==> config.mk <==
export PLATFORM = sky130hd
export DESIGN_NAME = if_id_queue
export DESIGN_NICKNAME = d
export VERILOG_FILES = /design/src/rtl/if_id_queue.sv
export SDC_FILE = /design/constraint.sdc
export NUM_CORES = 1
export LEC_CHECK = 0
export ABC_AREA = 0
export BUFFER_PORTS_ARGS = -buffer_cell sky130_fd_sc_hd__buf_4
export CAP_MARGIN = 20
export CORE_AREA = 10 10 196 198
export CTS_CLUSTER_SIZE = 8
export DETAILED_ROUTE_END_ITERATION = 6
export DIE_AREA = 0 0 206 208
export GPL_ROUTABILITY_DRIVEN = 0
export PLACE_DENSITY = 0.75
export SYNTH_ARGS = -nofsm -noshare
export SYNTH_HDL_FRONTEND = slang
export SYNTH_SLANG_ARGS = --single-unit
==> constraint.sdc <==
create_clock -name CLK -period 1.8 [get_ports CLK]
set_input_delay 0.36 -clock CLK [delete_from_list [all_inputs] [get_ports CLK]]
set_output_delay 0.36 -clock CLK [all_outputs]
set_load 0.05 [all_outputs]
==> src/rtl/if_id_queue.sv <==
// IF/ID instruction queue: circular buffer of fetched instructions with
// PC, PC+4 and branch-prediction bit, decoupling fetch from decode stalls.
module if_id_queue #(
  parameter int unsigned DEPTH   = 4,
  parameter int unsigned INSTR_W = 32,
  parameter int unsigned ADDR_W  = 32,
  parameter int unsigned CNT_W   = $clog2(DEPTH) + 1
) (
  input  logic               CLK,
  input  logic               RESET,
  input  logic               FLUSH,
  input  logic               IF_Valid,
  output logic               IF_Ready,
  input  logic [INSTR_W-1:0] Instr1_IF,
  input  logic [ADDR_W-1:0]  Instr_PC_IF,
  input  logic [ADDR_W-1:0]  Instr_PC_Plus4_IF,
  input  logic               Branch_prediction_IN,
  input  logic               ID_Stall,
  output logic               ID_Valid,
  output logic [INSTR_W-1:0] Instr1_OUT,
  output logic [ADDR_W-1:0]  Instr_PC_OUT,
  output logic [ADDR_W-1:0]  Instr_PC_Plus4,
  output logic               Branch_prediction_OUT,
  output logic [CNT_W-1:0]   Count
);

  localparam int unsigned PTR_W = $clog2(DEPTH);

  logic [INSTR_W-1:0] instr_mem [DEPTH];
  logic [ADDR_W-1:0]  pc_mem    [DEPTH];
  logic [ADDR_W-1:0]  pc4_mem   [DEPTH];
  logic               bp_mem    [DEPTH];

  logic [PTR_W-1:0]   wr_ptr;
  logic [PTR_W-1:0]   rd_ptr;
  logic [CNT_W-1:0]   count;

  logic               push;
  logic               pop;

  // Status flags come only from the occupancy register, so IF_Ready never
  // sees ID_Stall and a pop on a full queue cannot admit a push that cycle.
  assign IF_Ready = (count != CNT_W'(DEPTH));
  assign ID_Valid = (count != '0);
  assign Count    = count;

  assign push = IF_Valid && IF_Ready;
  assign pop  = ID_Valid && !ID_Stall;

  // Queue state: async clear, then flush, then normal push/pop bookkeeping.
  always_ff @(posedge CLK or negedge RESET) begin
    if (!RESET) begin
      wr_ptr <= '0;
      rd_ptr <= '0;
      count  <= '0;
      for (int unsigned i = 0; i < DEPTH; i++) begin
        instr_mem[i] <= '0;
        pc_mem[i]    <= '0;
        pc4_mem[i]   <= '0;
        bp_mem[i]    <= 1'b0;
      end
    end else if (FLUSH) begin
      wr_ptr <= '0;
      rd_ptr <= '0;
      count  <= '0;
    end else begin
      if (push) begin
        instr_mem[wr_ptr] <= Instr1_IF;
        pc_mem[wr_ptr]    <= Instr_PC_IF;
        pc4_mem[wr_ptr]   <= Instr_PC_Plus4_IF;
        bp_mem[wr_ptr]    <= Branch_prediction_IN;
        wr_ptr            <= wr_ptr + 1'b1;
      end
      if (pop) begin
        rd_ptr <= rd_ptr + 1'b1;
      end
      case ({push, pop})
        2'b10:   count <= count + 1'b1;
        2'b01:   count <= count - 1'b1;
        default: count <= count;
      endcase
    end
  end

  // Head read mux; an empty queue presents an all-zero NOP bubble.
  always_comb begin
    Instr1_OUT            = '0;
    Instr_PC_OUT          = '0;
    Instr_PC_Plus4        = '0;
    Branch_prediction_OUT = 1'b0;
    if (ID_Valid) begin
      Instr1_OUT            = instr_mem[rd_ptr];
      Instr_PC_OUT          = pc_mem[rd_ptr];
      Instr_PC_Plus4        = pc4_mem[rd_ptr];
      Branch_prediction_OUT = bp_mem[rd_ptr];
    end
  end

endmodule

== After elaboration in Yosys (flattened, before gate mapping) ==
Cells that the tools add are included.

* RAM bits: 0
* Input port bits: 102
* Memories kept: 0
* Bits in read-only memories: 0
* Logic and storage cells: 71
* Bits in latches: 0
* Bits in registers: 395
* Output and inout bits: 102

* Multipliers: 0
* Order comparisons: 3
* Reductions and logical operators: 9
* $add $sub $neg: 4
* Bitwise logic cells: 3
* Shift-type cells: 0
* Equality and inequality tests: 3
* Muxes and demuxes: 30
* Divide/modulo/power cells: 0

{| class="wikitable"
|+ Operator list
! operator !! count
|-
| $bwmux 128 || 3
|-
| $mux 32 || 10
|-
| $bmux 32 s2 || 3
|-
| $demux 32 s2 || 1
|-
| $mux 2 || 4
|-
| $ge 3x3->1 const B || 2
|-
| $not 2->3 || 2
|-
| $pmux 3 s2 || 1
|-
| $reduce_bool 3->1 || 2
|-
| $add 2x1->2 const B || 2
|-
| $bwmux 4 || 1
|-
| $mux 1 || 4
|-
| $reduce_bool 2->1 || 2
|-
| $add 3x1->3 const B || 1
|-
| $logic_and 1x1->1 || 3
|-
| $lt 3x1->1 const B || 1
|-
| $mux 3 || 1
|-
| $ne 3x3->1 const B || 1
|-
| $sub 3x1->3 const B || 1
|-
| $bmux 1 s2 || 1
|-
| $demux 1 s2 || 1
|-
| $eq 2x1->1 const B || 1
|-
| $eq 2x2->1 const B || 1
|-
| $reduce_and 2->1 || 1
|-
| other kinds (2) || 2
|}

== Longest topological paths before layout ==
Gate-level depths: netlist of the first run.

* Depth in word-level cells: 6
* Gate-level depth with buffers: 7
* Gate-level depth less buffers: 6

== Worst setup path after synthesis of the first run ==
Ideal clock, no wire load.

* Path kind: flip-flop to output port
* Start: reg count[0], in the netlist Count[0]
* End: out Instr_PC_OUT[14]
* Slack: -0.912 ns
* Buffers on the path: 2
* Data required time: 1.440 ns
* Cell stages (with the launch flop): 6
* Arrival: 2.352 ns
* Cell sequence: dfrtp_1 buf_2 nor3_2 inv_1 clkbuf_1 and2_1

* Word-level cells in the longest chain between the ends: 2

{| class="wikitable"
|+ Ends and longest elaborated chain
! what !! line !! text
|-
| start, declared || 36 || <nowiki>logic [CNT_W-1:0] count;</nowiki>
|-
| start signal, assigned || 78 || <nowiki>2'b10: count <= count + 1'b1;</nowiki>
|-
| start signal, assigned || 79 || <nowiki>2'b01: count <= count - 1'b1;</nowiki>
|-
| start signal, assigned || 80 || <nowiki>default: count <= count;</nowiki>
|-
| $reduce_bool 3->1 || 44 || <nowiki>assign ID_Valid = (count != '0);</nowiki>
|-
| net ID_Valid || 19 || <nowiki>output logic ID_Valid,</nowiki>
|-
| $mux 32 || 91 || <nowiki>if (ID_Valid) begin</nowiki>
|-
| end, declared || 21 || <nowiki>output logic [ADDR_W-1:0] Instr_PC_OUT,</nowiki>
|}

The timed path passes the listed nets, and every way through them passes these cells.

== Worst setup path after layout of the first run ==
* Start: reg rd_ptr[0]
* End: out Instr1_OUT[30]

* Word-level cells in the longest chain between the ends: 5

{| class="wikitable"
|+ Ends and longest elaborated chain
! what !! line !! text
|-
| start, declared || 35 || <nowiki>logic [PTR_W-1:0] rd_ptr;</nowiki>
|-
| start signal, assigned || 75 || <nowiki>rd_ptr <= rd_ptr + 1'b1;</nowiki>
|-
| $not 2->3 (implied by the code) || 92 || <nowiki>Instr1_OUT = instr_mem[rd_ptr];</nowiki>
|-
| $bmux 32 s2 || 92 ||
|-
| $mux 32 (implied by the code) (2 in a row) || 92 ||
|-
| $mux 32 || 91 ||
|-
| end, declared || 20 || <nowiki>output logic [INSTR_W-1:0] Instr1_OUT,</nowiki>
|}

Every way passes these cells. The select of a mux whose other input is x is not followed.

==> results of run 1 <==
-- how the worst max path moves through the flow --
stage | to | slack (ps) | start
after floorplan | Count[1] | -180 | Count[1]
after global placement | pc_mem[93] | -410 | FLUSH
after detailed placement | instr_mem[94] | -440 | FLUSH
after CTS | Instr_PC_OUT[14] | -890 | rd_ptr[0]
after global routing | Instr1_OUT[30] | -920 | rd_ptr[0]
final | Instr1_OUT[30] | -880 | rd_ptr[0]
-- per-layer routing --
layer	part of all wire [%]	vias up	global-route usage [%]
met5	0	-	0
met4	2.3	0	6.10
met2	49	416	39.6
met1	42	6199	33.5
met3	6.3	98	5.33
li1	-	4810	-
-- cell families after synthesis --
| group | Yosys count |
|---|---|
| flops | 395 |
| fa+ha+maj | 5 |
| xor+xnor | 2 |
| compound gates | 19 |
| mux | 485 |
| buf+inv | 85 |
| simple gates | 119 |
-- worst max-delay path: stages, from the launching register on --
cell and delay (ps):
dfrtp_4 530, buf_12 170, buf_8 140, buf_4 150, mux4_2 450, and2_4 180
buf_6 140
-- state kept, by name, indices dropped and copies added, names as in the netlist --
name	count
pc_mem	128
rd_ptr	2
Count	3
wr_ptr	2
bp_mem	4
instr_mem	128
pc4_mem	128
-- power by group through the flow --
stage,combinational (mW),clock (mW),sequential [mW]
2_1_floorplan,9.25,0,12.8
3_3_place_gp,11.8,0,13.2
3_5_place_dp,12.0,0,13.3
4_1_cts,14.3,9.17,13.3
5_1_grt,15.9,9.59,13.9
6_report,15.2,9.11,13.6
-- layout make-up --
type                       instances  area (µm²)  share of cell area, %
sequential                       395        9900                   36.9
multi-input combinational        630        9290                   34.7
timing repair buffer             391        5560                   20.8
clock buffer                      58        1390                   5.18
tap                              455         569                   2.13
inverter                           7        45.0                  0.168
clock inverter                     2        38.8                  0.145
-- layout by cell type (no fill, tap or decap), types with 2 or more instances in the layout --
master	n
a2111oi_2	2
dfrtp_4	2
a21oi_1	5
and2_4	96
mux2_4	384
o21ai_0	4
buf_6	52
or3_1	2
inv_1	5
nand3_1	4
a31oi_1	2
dfrtp_2	3
clkbuf_16	64
buf_12	62
buf_4	141
mux4_2	97
mux2_2	4
nand3_4	4
xor2_1	2
nor2b_1	2
buf_16	44
ha_1	4
clkbuf_1	3
buf_8	82
dfrtp_1	390
-- timing repair --
action	in CTS	in global routing
pin swaps	35	37
buffers inserted	56	35
resized for setup	289	237
hold endpoints to repair	39	0
hold buffers	1	0
cloned	48	10
endpoints found under the setup margin	312	492
==> qor.yml, run 1 <==
run_status:
  status: "complete, but fails checks"
  violations: "setup timing"
synth:
  synth_edf_count: 0
  netlist_instances: 1110
  ys_top_cells_by_area: "dfrtp_1, mux2_2, mux4_2"
  synth_commonest_cells: "dfrtp_1, mux2_2, mux2_1"
  ys_seq_area_share_pct: 54.9
  syn-cell-area_um2: 18000
  synth_flop_cell: "dfrtp_1"
  synth_top_family_by_area: "multiplexers"
  synth_cell_types: 36
  yosys_warnings: 0
  async_flop_share_pct: 100
  yosysMostFrequentCell: "dfrtp_1"
  synth-compound-area-share_pct: 0.667
  synthSimpleGateAreaFrac_pct: 4.45
  avgSynthCellArea_um2: 16.2
  synth_area_leader_cell: "dfrtp_1"
  synth_xor_area_share_pct: 0.0973
  synth_nets: 1217
  synth_top_area_share_pct: 54.9
  ys_ff_latch: 395
  synthAdderAreaFrac_pct: 0.389
  muxShareOfSynthArea_pct: 36.4
floorplan:
  core_area_um2: 34400
  die_w_um: 206
  rows: 68
  start_util_pct: 52.4
  design.portCount: 204
  design.die.area_um2: 42800
  die_height_um: 208
layout:
  stdcell_area_um2: 26800
  final_cells: 1938
  layout-drive-gt1-share_pct: 70.7
  fin_util_pct: 77.9
  area_growth_syn_to_layout_pct: 48.8
  antennaDiodeCount: 0
  nets: 1587
  n_fill_cell: 1879
pwr:
  power.share.clock_pct: 24.0
  switching_power_mw: 11.7
  intPower_mw: 26.3
  combPwrFrac_pct: 40.1
  ir_drop_mv: 1.10
  seqPwrFrac_pct: 35.8
  power.density_nw_per_um2: 1420
  leakage_nw: 13.3
  netSwitchingFraction_pct: 30.8
  p_total_mw: 37.9
clock_tree:
  root_buffer: "clkbuf_16"
  clock_latency_ps: 570
  clk_pin_slew_ps: 50
  cts.htree.levels: 2
  cts_max_path_buffers: 3
  numCtsBuffers: 55
  cts.sinks: 395
  cts_tree: "yes"
drt:
  ant_nets: 0
  dr.first_iter.drc_count: 719
  via_count: 11523
  wl_um: 55200
  drc: 0
  vias_per_cell: 5.95
  dr.pass1.iters: 5
  wire_per_inst_um: 28.5
worst_hold_path:
  worstHoldEndpoint: "pc4_mem[123]"
  min_path_cells: 2
  holdCritStartpoint: "Instr_PC_Plus4_IF[27]"
  hold_class: "input port to register"
global_route:
  grt_pass1_vias: 12875
  grt_pass1_wl_um: 81700
  grt_start_max_net_pins: 69
  antenna_found_initial: 0
  grt_overflow: 0
  track_usage_pct: 24.7
place:
  dp.cells: 1758
  placed_cell_area_um2: 21600
  port_buffers: 203
  place_ws_ps: -435
  hpwl_um: 27400
timing:
  rsz0062_at_grt: "yes"
  fin_hold_ws_ps: 53.8
  fin_crit_sh_pct: 149
  slew_violations: 0
  setup-tns-final_ps: -164660
  period_needed_ps: 2680
  layout_setup_ws_ps: -880
  setup_viol: 490
  hold_viol: 0
  slew_headroom_pct: 37.4
  tightestPinTransition_ps: 937
  skew_ps: 32.2
  max_freq_mhz: 373
setup_path:
  crit_fanout: 7
  arrival_ps: 2320
  critPathLaunchType: "register"
  r2r_end: "instr_mem[121]"
  cp.required_ps: 1440
  critPathCaptureType: "output pin"
  reg2reg_slack_ps: -350
  r2r_cells: 9
  rr_startpoint: "Count[0]"
  path_class: "register to output pin"
job:
  maxCapViolations: 0
No activity file was read; power rests on OpenSTA's default activity.
==> inputs of run 2 (changes only) <==
- CORE_AREA: 10 10 196 198 -> 10 10 192 194
- DIE_AREA: 0 0 206 208 -> 0 0 202 204
- RECOVER_POWER: not set -> 50
- clock period: 1.8 -> 2.8 ns (I/O delays scaled with it)
==> run 2 against run 1 <==
Die area fell by 3.8%. First-iteration DRC count shrank 39%. Routed wire length shrank 25%. Non-clock buffer count fell by 142. The run now ends clean. Largest cell class unchanged. Combinational power decreased by 54%. Design area shrank 17%.
==> qor.yml, run 2 (synthesis results as in run 1) <==
run_status:
  status: "finished, final reports clean"
timing:
  hold_viol: 0
  layout_setup_ws_ps: 35.6
  fin_crit_sh_pct: 98.7
  slew_headroom_pct: 25.9
  tightestPinTransition_ps: 1110
  setup-tns-final_ps: 0
  skew_ps: 15.1
  period_needed_ps: 2760
  setup_viol: 0
  slew_violations: 0
  max_freq_mhz: 362
  rsz0062_at_grt: "yes"
clock_tree:
  numCtsBuffers: 55
  cts.htree.levels: 2
  root_buffer: "clkbuf_16"
  cts_tree: "yes"
  cts_max_path_buffers: 3
  clk_pin_slew_ps: 50
  clock_latency_ps: 550
  cts.sinks: 395
floorplan:
  rows: 67
  design.portCount: 204
  die_height_um: 204
  start_util_pct: 54.4
  core_area_um2: 33100
  die_w_um: 202
  design.die.area_um2: 41200
worst_hold_path:
  min_path_cells: 2
  hold_class: "input port to register"
  holdCritStartpoint: "FLUSH"
  worstHoldEndpoint: "wr_ptr[0]"
setup_path:
  crit_fanout: 8
  reg2reg_slack_ps: 380
  arrival_ps: 2200
  r2r_cells: 6
  path_class: "register to output pin"
  critPathCaptureType: "output pin"
  r2r_end: "pc_mem[80]"
  critPathLaunchType: "register"
  cp.required_ps: 2240
  rr_startpoint: "Count[0]"
pwr:
  power.density_nw_per_um2: 955
  ir_drop_mv: 0.611
  p_total_mw: 21.2
  leakage_nw: 10.0
place:
  hpwl_um: 25500
  place_ws_ps: 442
  dp.cells: 1718
  port_buffers: 203
  placed_cell_area_um2: 20100
drt:
  dr.first_iter.drc_count: 435
  wire_per_inst_um: 23.0
  wl_um: 41300
  ant_nets: 0
  drc: 0
  dr.pass1.iters: 4
  vias_per_cell: 5.72
  via_count: 10255
layout:
  nets: 1445
  reg_top3: "instr_mem x128, pc4_mem x128, pc_mem x128"
  final_common_cell: "dfrtp_1"
  area_growth_syn_to_layout_pct: 23.1
  layout-drive-gt1-share_pct: 54.3
  final_cells: 1792
  final_cell_mix: "dfrtp_1, mux2_2, buf_4"
  stdcell_area_um2: 22200
job:
  maxCapViolations: 0
global_route:
  grt_overflow: 0
  track_usage_pct: 19.7
  antenna_found_initial: 2
  grt_pass1_wl_um: 65400
  grt_start_max_net_pins: 103
  grt_pass1_vias: 11463
==> run 2: repair_timing <==
action,4_1_cts,5_1_grt
resized for setup,70,60
hold buffers,1,0
gates cloned,0,6
setup buffers,1,3
setup endpoints to repair,77,96
endpoints found under the hold margin,36,0
==> run 2: metal layers <==
| layer | wire, µm | vias up | track usage [%] |
|---|---|---|---|
| met4 | 775 | 2 | 5.40 |
| li1 | - | 4519 | - |
| met2 | 21000 | 196 | 33.6 |
| met5 | 20 | - | 0 |
| met3 | 1970 | 55 | 4.22 |
| met1 | 17500 | 5483 | 25.3 |
==> run 2: cell type report <==
class	count	area [µm²]
Antenna cell	1	2.50
Clock buffer	61	1440
Clock inverter	1	5.00
Fill cell	2335	10900
Inverter	7	28.8
Multi-Input combinational cell	630	7680
Sequential cell	395	9890
Tap cell	448	561
Timing Repair Buffer	249	2560
==> run 2: worst max-delay path by stage <==
stage / startpoint / end / slack (ps) / depth (start not counted)
after global routing: rd_ptr[0] / Instr1_OUT[10] / -40 / 4
final: rd_ptr[0] / Instr1_OUT[31] / 40 / 5
after CTS: rd_ptr[0] / Instr_PC_OUT[14] / -60 / 4
after detailed placement: IF_Valid / pc_mem[82] / 440 / 6
after global placement: IF_Valid / pc_mem[91] / 470 / 6
after floorplan: Count[0] / Instr_PC_OUT[0] / 120 / 6
==> run 2: worst max-delay path, stage by stage (launching register included) <==
cell and delay [ps]:
dfrtp_4 490, buf_6 150, buf_16 150, mux4_2 540, and2_4 180, buf_6 140
==> run 2: per-stage QoR <==
step           hold WS, ps  utilization (%)
2_1_floorplan          264                -
3_3_place_gp           468             60.8
3_5_place_dp           471             60.8
4_1_cts                218             66.0
5_1_grt                215             66.9
6_report               244             66.9
==> run 2: power by group <==
group / internal [mW] / leakage, nW / switching, mW
sequential: 7.55 / 4.96 / 0.914
clock: 3.54 / 0.711 / 2.23
combinational: 3.57 / 4.37 / 3.37
==> inputs of run 3 (changes only) <==
- CELL_PAD_IN_SITES_DETAIL_PLACEMENT: not set -> 2
- CELL_PAD_IN_SITES_GLOBAL_PLACEMENT: not set -> 2
- CORE_AREA: 10 10 192 194 -> 10 10 209 211
- DIE_AREA: 0 0 202 204 -> 0 0 219 221
- GPL_TIMING_DRIVEN: not set -> 1
- PLACE_DENSITY: 0.75 -> not set
- PLACE_DENSITY_LB_ADDON: not set -> 0.1
- clock period: 2.8 -> 3.6 ns (I/O delays scaled with it)
==> run 3 against run 2 <==
The flow now finishes with violations (capacitance limit, slew limit). Sequential cell count is the same. Critical endpoint is now Instr_PC_Plus4[3]. First-iteration DRC count shrank 24%. Final cell count grew 3.2%. Power shrank 23%. Die area grew 17%. Largest power group unchanged. Design area shrank 3.6%. Clock skew shrank 4.0 ps. Setup slack gained 230 ps. Global-route usage grew 0.36 points. Worst hold slack gained 130 ps. Sequential power shrank 21%. Highest routed layer unchanged.
==> qor.yml, run 3 (synthesis results as in run 1) <==
worst_hold_path:
  worstHoldEndpoint: "rd_ptr[1]"
  min_path_cells: 2
  hold_class: "input port to register"
  holdCritStartpoint: "FLUSH"
clock_tree:
  cts.sinks: 395
  root_buffer: "clkbuf_16"
  cts_max_path_buffers: 3
  cts_resized: 0
  cts.htree.levels: 2
  clk_pin_slew_ps: 50
  numCtsBuffers: 55
  cts_tree: "yes"
  clock_latency_ps: 580
floorplan:
  design.portCount: 204
  core_area_um2: 39500
  die_w_um: 219
  design.die.area_um2: 48400
  rows: 73
  start_util_pct: 45.6
  die_height_um: 221
job:
  maxCapViolations: 2
drt:
  via_count: 10408
  drc: 0
  ant_nets: 0
  wire_per_inst_um: 25.8
  dr.first_iter.drc_count: 329
  wl_um: 47800
  vias_per_cell: 5.63
  dr.pass1.iters: 4
place:
  place_ws_ps: 611
  hpwl_um: 29300
  port_buffers: 203
  dp.cells: 1785
  placed_cell_area_um2: 20000
timing:
  slew_violations: 227
  period_needed_ps: 3340
  hold_viol: 0
  setup_viol: 0
  tightestPinTransition_ps: 1820
  layout_setup_ws_ps: 264
  rsz0062_at_grt: "no"
  slew_headroom_pct: -21.3
  setup-tns-final_ps: 0
  max_freq_mhz: 300
  skew_ps: 11.2
  fin_hold_ws_ps: 373
  fin_crit_sh_pct: 92.7
run_status:
  status: "complete, but fails checks"
  violations: "capacitance limit, slew limit"
layout:
  fin_util_pct: 54.2
  final_cells: 1849
  n_fill_cell: 3504
  final_common_cell: "dfrtp_1"
  layout-drive-gt1-share_pct: 49.8
  nets: 1426
  final_cell_mix: "dfrtp_1, mux2_2, buf_4"
  area_growth_syn_to_layout_pct: 18.7
  reg_top3: "instr_mem x128, pc4_mem x128, pc_mem x128"
  stdcell_area_um2: 21400
setup_path:
  cpPeakStageDelay_ps: 790
  arrival_ps: 2620
  crit_fanout: 20
  critPathLaunchType: "register"
  reg2reg_slack_ps: 370
  path_class: "register to output pin"
  path_delay_family: "flip-flops"
  r2r_end: "pc4_mem[122]"
  r2r_cells: 5
  cp.required_ps: 2880
  rr_startpoint: "Count[1]"
  path_cells: "buf_12 -> mux4_2 -> and2_1 -> buf_4"
  crit_buf_inv: 2
  cp_slowest_cell: "dfrtp_4"
  critPathCaptureType: "output pin"
global_route:
  grt_pass1_wl_um: 75800
  grt_pass1_vias: 12513
  grt_start_max_net_pins: 111
  track_usage_pct: 20.1
  antenna_found_initial: 3
  grt_overflow: 0
pwr:
  leakage_nw: 9.66
  ir_drop_mv: 0.415
  p_total_mw: 16.2
  power.density_nw_per_um2: 759
==> run 3: worst max path at each step <==
stage | startpoint | end | slack [ps] | depth (start not counted)
2_1_floorplan | Count[0] | Instr_PC_OUT[14] | 530 | 5
3_3_place_gp | rd_ptr[0] | Instr1_OUT[2] | 640 | 4
5_1_grt | RESET | pc_mem[67] | 100 | 4
4_1_cts | rd_ptr[0] | Instr1_OUT[2] | 200 | 4
3_5_place_dp | rd_ptr[0] | Instr1_OUT[2] | 610 | 4
6_report | rd_ptr[0] | Instr_PC_Plus4[3] | 260 | 4
==> run 3: worst reg2reg max path, cell delays in order, from the launching register on <==
cell and delay [ps]:
dfrtp_1 530, nor3b_1 450, clkinvlp_2 570, nand3_4 230, buf_2 890, mux2_2 440
==> run 3: cell type report <==
type	instances	area [µm²]	share of cell area, %
inverter	7	27.5	0.129
clock inverter	1	7.51	0.0351
antenna	2	5.00	0.0234
timing repair buffer	230	1810	8.44
sequential	395	9890	46.3
clock buffer	59	1430	6.71
multi-input combinational	630	7550	35.3
tap	525	657	3.07
==> run 3: power breakdown <==
part / switching, mW / leakage (nW) / internal [mW]
registers: 0.824 / 4.96 / 5.88
clock network: 1.80 / 0.705 / 2.75
logic: 2.57 / 3.99 / 2.40
==> run 3: what timing repair did <==
action | in CTS | in global routing
setup buffers | 1 | 0
hold buffers | 1 | 0
hold endpoints to repair | 1 | 0
endpoints found under the setup margin | 5 | 0
==> run 3: layer usage <==
| layer | vias up | share of wire, % | track usage [%] |
|---|---|---|---|
| li1 | 4462 | - | - |
| met1 | 5705 | 41 | 24.5 |
| met2 | 172 | 52 | 35.0 |
| met3 | 67 | 4.3 | 4.30 |
| met4 | 2 | 1.9 | 5.63 |
| met5 | - | 0.042 | 0 |
